`src/rtl/spi_pkg.sv`:
```
// Shared definitions for the arbitrated SPI master: FSM encoding and default geometry.
package spi_pkg;

  typedef enum logic [2:0] {
    S_IDLE  = 3'd0,
    S_LEAD  = 3'd1,
    S_HIGH  = 3'd2,
    S_LOW   = 3'd3,
    S_TRAIL = 3'd4,
    S_DONE  = 3'd5
  } state_t;

  localparam int DEF_NBITS   = 8;
  localparam int DEF_CLK_DIV = 4;

endpackage

```
`src/rtl/spi_rr_arb2.sv`:
```
// Two-way round-robin arbiter; the last-owner pointer starts out favouring requester 0.
module spi_rr_arb2 (
  input  logic       clk,
  input  logic       rst,
  input  logic [1:0] req,
  input  logic       update,
  input  logic       owner,
  output logic [1:0] grant
);

  logic last;

  always_ff @(posedge clk or posedge rst) begin
    if (rst) begin
      last <= 1'b1;
    end else if (update) begin
      last <= owner;
    end
  end

  // A lone requester always wins; on a tie the one that did not go last wins.
  always_comb begin
    grant = 2'b00;
    case (req)
      2'b01:   grant = 2'b01;
      2'b10:   grant = 2'b10;
      2'b11:   grant = last ? 2'b01 : 2'b10;
      default: grant = 2'b00;
    endcase
  end

endmodule

```
`src/rtl/spi_master_arb.sv`:
```
// SPI master (mode 0, active-high CS) shared by two requesters through a round-robin arbiter.
module spi_master_arb
  import spi_pkg::*;
#(
  parameter int CLK_DIV = DEF_CLK_DIV,
  parameter int NBITS   = DEF_NBITS
) (
  input  logic             clk,
  input  logic             rst,
  input  logic [1:0]       req,
  input  logic [NBITS-1:0] tx_data0,
  input  logic [NBITS-1:0] tx_data1,
  output logic [1:0]       gnt,
  output logic [1:0]       done,
  output logic [NBITS-1:0] rx_data,
  output logic             busy,
  output logic             SLK,
  output logic             CS,
  output logic             MOSI,
  input  logic             MISO,
  output state_t           state
);

  localparam int CW = $clog2(CLK_DIV + 1);
  localparam int BW = $clog2(NBITS + 1);
  localparam logic [CW-1:0] CNT_LAST = CW'(CLK_DIV - 1);
  localparam logic [BW-1:0] BIT_LAST = BW'(NBITS);

  // Handshake: req is a level held until its gnt pulse; gnt means the word on
  // tx_dataN was taken, and the matching done pulse carries rx_data back.
  logic [CW-1:0]    cnt;
  logic [BW-1:0]    bit_cnt;
  logic [NBITS-1:0] shift;
  logic [NBITS-1:0] rx_shift;
  logic             owner;
  logic [1:0]       grant;
  logic [NBITS-1:0] tx_sel;
  logic [NBITS-1:0] shift_next;
  logic [NBITS-1:0] rx_next;

  spi_rr_arb2 u_arb (
    .clk    (clk),
    .rst    (rst),
    .req    (req),
    .update (state == S_DONE),
    .owner  (owner),
    .grant  (grant)
  );

  always_comb begin
    tx_sel     = grant[1] ? tx_data1 : tx_data0;
    shift_next = shift << 1;
    rx_next    = rx_shift << 1;
    rx_next[0] = MISO;
  end

  always_ff @(posedge clk or posedge rst) begin
    if (rst) begin
      state    <= S_IDLE;
      cnt      <= '0;
      bit_cnt  <= '0;
      shift    <= '0;
      rx_shift <= '0;
      owner    <= 1'b0;
      gnt      <= 2'b00;
      done     <= 2'b00;
      busy     <= 1'b0;
      rx_data  <= '0;
      SLK      <= 1'b0;
      CS       <= 1'b0;
      MOSI     <= 1'b0;
    end else begin
      gnt  <= 2'b00;
      done <= 2'b00;
      case (state)
        S_IDLE: begin
          if (|req) begin
            gnt     <= grant;
            owner   <= grant[1];
            shift   <= tx_sel;
            MOSI    <= tx_sel[NBITS-1];
            CS      <= 1'b1;
            busy    <= 1'b1;
            cnt     <= '0;
            bit_cnt <= '0;
            state   <= S_LEAD;
          end
        end
        S_LEAD: begin
          if (cnt == CNT_LAST) begin
            cnt   <= '0;
            SLK   <= 1'b1;
            state <= S_HIGH;
          end else begin
            cnt <= cnt + 1'b1;
          end
        end
        S_HIGH: begin
          // Leaving HIGH is the SLK falling edge: capture MISO, present the next bit.
          if (cnt == CNT_LAST) begin
            cnt      <= '0;
            SLK      <= 1'b0;
            rx_shift <= rx_next;
            shift    <= shift_next;
            MOSI     <= shift_next[NBITS-1];
            bit_cnt  <= bit_cnt + 1'b1;
            state    <= S_LOW;
          end else begin
            cnt <= cnt + 1'b1;
          end
        end
        S_LOW: begin
          if (cnt == CNT_LAST) begin
            cnt <= '0;
            if (bit_cnt == BIT_LAST) begin
              state <= S_TRAIL;
            end else begin
              SLK   <= 1'b1;
              state <= S_HIGH;
            end
          end else begin
            cnt <= cnt + 1'b1;
          end
        end
        S_TRAIL: begin
          if (cnt == CNT_LAST) begin
            cnt     <= '0;
            CS      <= 1'b0;
            MOSI    <= 1'b0;
            done    <= owner ? 2'b10 : 2'b01;
            rx_data <= rx_shift;
            state   <= S_DONE;
          end else begin
            cnt <= cnt + 1'b1;
          end
        end
        S_DONE: begin
          busy  <= 1'b0;
          state <= S_IDLE;
        end
        default: state <= S_IDLE;
      endcase
    end
  end

endmodule

```
`config.mk`:
```
export PLATFORM = sky130hd
export DESIGN_NAME = spi_master_arb
export DESIGN_NICKNAME = d
export VERILOG_FILES = /design/src/rtl/spi_pkg.sv /design/src/rtl/spi_rr_arb2.sv /design/src/rtl/spi_master_arb.sv
export SDC_FILE = /design/constraint.sdc
export NUM_CORES = 1
export LEC_CHECK = 0
export CAP_MARGIN = 0
export CORE_MARGIN = 1.5
export CORE_UTILIZATION = 46
export DETAILED_ROUTE_END_ITERATION = 10
export GPL_ROUTABILITY_DRIVEN = 0
export PLACE_DENSITY = 0.84
export SLEW_MARGIN = 5
export SYNTH_ARGS = -nofsm -noshare
export SYNTH_HDL_FRONTEND = slang
export SYNTH_SLANG_ARGS = --single-unit
```
`constraint.sdc`:
```
create_clock -name clk -period 3.62 [get_ports clk]
set_clock_uncertainty 0.15 [all_clocks]
set_input_delay 0.724 -clock clk [delete_from_list [all_inputs] [get_ports clk]]
set_output_delay 0.724 -clock clk [all_outputs]
set_load 0.01 [all_outputs]
```
==> results.cfg <==
[cts]
clock-sinks = 43
clk_pin_slew_ns = 0.09
root_buffer = clkbuf_8
clockBufferDepth = 2
cts_tree = done
cts_setup_buffers = 0
cts_buffers = 5
cts_resized = 0
htree_levels = 2
hold_buffers = 0
clk_latency_ns = 0.29

[critical_path]
setup.worst_path.end = state[2]
path_class = flip-flop to output port
r2r-end = rx_data[6]
startpoint_type = flip-flop
end_kind = output port
cp_data_arrival_time_ns = 1.58
critPathMaxFanout = 15
ff2ff_path_depth = 4
max_stage_delay_ns = 0.66
path_depth = 1
crit_start = state[2]
path_cells = clkdlybuf4s50_1
critPathBufInv = 1
cp_data_required_time_ns = 2.75
rrSetupSlack_ns = 1.35
crit_family = flip-flops
r2r-start = cnt[0]
cpMaxStageDelayCell = dfrtp_1

[pwr]
vdd_drop_max_mv = 0.3033
finalPower_uw = 964.7
leakagePower_uw = 0.001140
power_density_nw_per_um2 = 379.6

[global_route]
grt.total_usage_pct = 17.57
antenna_found_initial = 0
first_global_vias = 1376
grt_pass1_wl_um = 6244
grt_max_degree = 44
overflow = 0

[sta]
maxSlewViolCount = 0
rsz0062_at_grt = false
post-route-period-util_pct = 67.85
min_period_ns = 2.456
setup_viol = 0
relSlewSlack_pct = 55.07
holdWs_ns = 0.3125
worstMarginPinSlew_ns = 0.6700
finalSetupTns_ns = 0
max_freq_mhz = 407.2
hold_viol = 0

[logic_synthesis]
syn_nets = 202
yosys_warnings = 0
synth_common_cells = 42 x dfrtp_1, 17 x mux2_2, 12 x inv_1, 12 x nand2_1, 12 x o21ai_0
synth_edf_count = 0
synth_top_cell_by_area = dfrtp_1
netlist_instances = 178
synth_top_flop_cell = dfrtp_1
netlist.area_leader.share_pct = 52.66
post-synth-top-count-cell = dfrtp_1
synthTopCellsByArea = dfrtp_1 53%, mux2_2 9.6%, o21ai_0 3.0%
synth_area_sq_um = 1996
async_flop_share_pct = 100.0
synth_area_per_cell_sq_um = 11.21
synth_seq_cells = 43
synth.distinct_cells = 40
yosysSeqAreaShare_pct = 53.98

[drt]
drt-initial-drc-count = 77
wl_per_cell_um = 13.10
routed_wirelength_um = 3511
drt_first_pass_iters = 4
vias_per_cell = 5.276
drc = 0
ant_nets = 0
num_vias = 1414

[finish]
post-route-util_pct = 62.19
drive_gt1_share_pct = 16.06
area_delta_synth_final_pct = 27.34
nets = 241
diodes = 0
n_fill_cell = 326

[min_path]
hp-class = flip-flop to flip-flop
min_from = owner

[floorplan]
die_y_um = 68.87
dieArea_sq_um = 4742
core.rowCount = 23
ioPinCount = 40
start_util_pct = 48.84
coreArea_sq_um = 4086
die_width_um = 68.87

[outcome]
status = complete, no violations

[run]
drv_cap = 0

[placed_design]
port_buffers = 39
hpwlAfterDp_um = 2473
[sequential cells by signal (all words and copies together) (netlist names), 2 cells and up]
register,cells
gnt,2
rx_data,8
shift,7
state,3
done,2
bit_cnt,4
cnt,3
rx_shift,8
[layout make-up]
class / instances / area [sq um] / area share, %
inverters: 12 / 45.04 / 1.773
flip-flops and latches: 43 / 1077 / 42.39
multi-input cells: 114 / 818.3 / 32.20
clock inverters: 2 / 60.06 / 2.363
repair buffers: 41 / 405.4 / 15.95
clock buffers: 6 / 72.57 / 2.856
well taps: 50 / 62.56 / 2.462
[worst min-delay path by stage]
stage          cells after the start  slack, ns  endpoint
6_report                           1       0.31   done[0]
3_5_place_dp                       1       0.30   done[0]
4_1_cts                            1       0.31   done[0]
2_1_floorplan                      1       0.28   done[0]
3_3_place_gp                       1       0.29   done[0]
5_1_grt                            1       0.34   done[0]
[cells by family (layout without fill, tap and decap cells)]
kind of cell,Yosys count,count (layout),share of synthesized area (%)
buf+inv,21,61,5.015
compound gates,39,39,13.23
fa+ha+maj,3,3,1.881
mux,18,18,10.09
simple gates,51,51,14.48
flops,43,43,53.98
xor+xnor,3,3,1.317
[cells in the final DEF (no fill, tap or decap), types with 2 or more instances in the layout]
master           Yosys  routed
buf_4                0       2
nor3_1               2       2
xor2_1               2       2
or3_1                2       2
nand2b_1             2       2
mux2_2              17      17
dfrtp_1             42      42
bufinv_16            0       2
a211oi_1             6       6
nand3_1              8       8
clkdlybuf4s50_1      0      39
and2_1               4       4
o21ai_0             12      12
nand2_1             12      12
nor2b_1              7       7
nor2_1               6       6
a21oi_1              5       5
clkbuf_8             0       5
inv_1               12      12
o22ai_1              7       7
ha_1                 3       3
[where the power goes]
group          internal [uW]  switching [uW]  total, uW
clock network            276             159        435
logic                   26.2            17.2       43.4
registers                484            2.72        487
[metrics by stage]
stage	std cells	setup WS (ns)	instance area (sq um)
after floorplan	178	1.690	1996
after global placement	260	1.017	2409
after detailed placement	260	0.9574	2409
after CTS	268	1.155	2541
after global routing	268	1.050	2541
final	268	1.164	2541
[per-layer routing]
metal	share of wire (%)	wire [um]	global-route usage [%]	vias to the layer above
met5	0	0	0	-
met4	0.28	10	3.922	0
met3	3.3	116	4.870	2
met2	51	1789	28.85	32
met1	45	1594	23.26	682
li1	-	-	-	698
(Power assumes the default switching activity.)
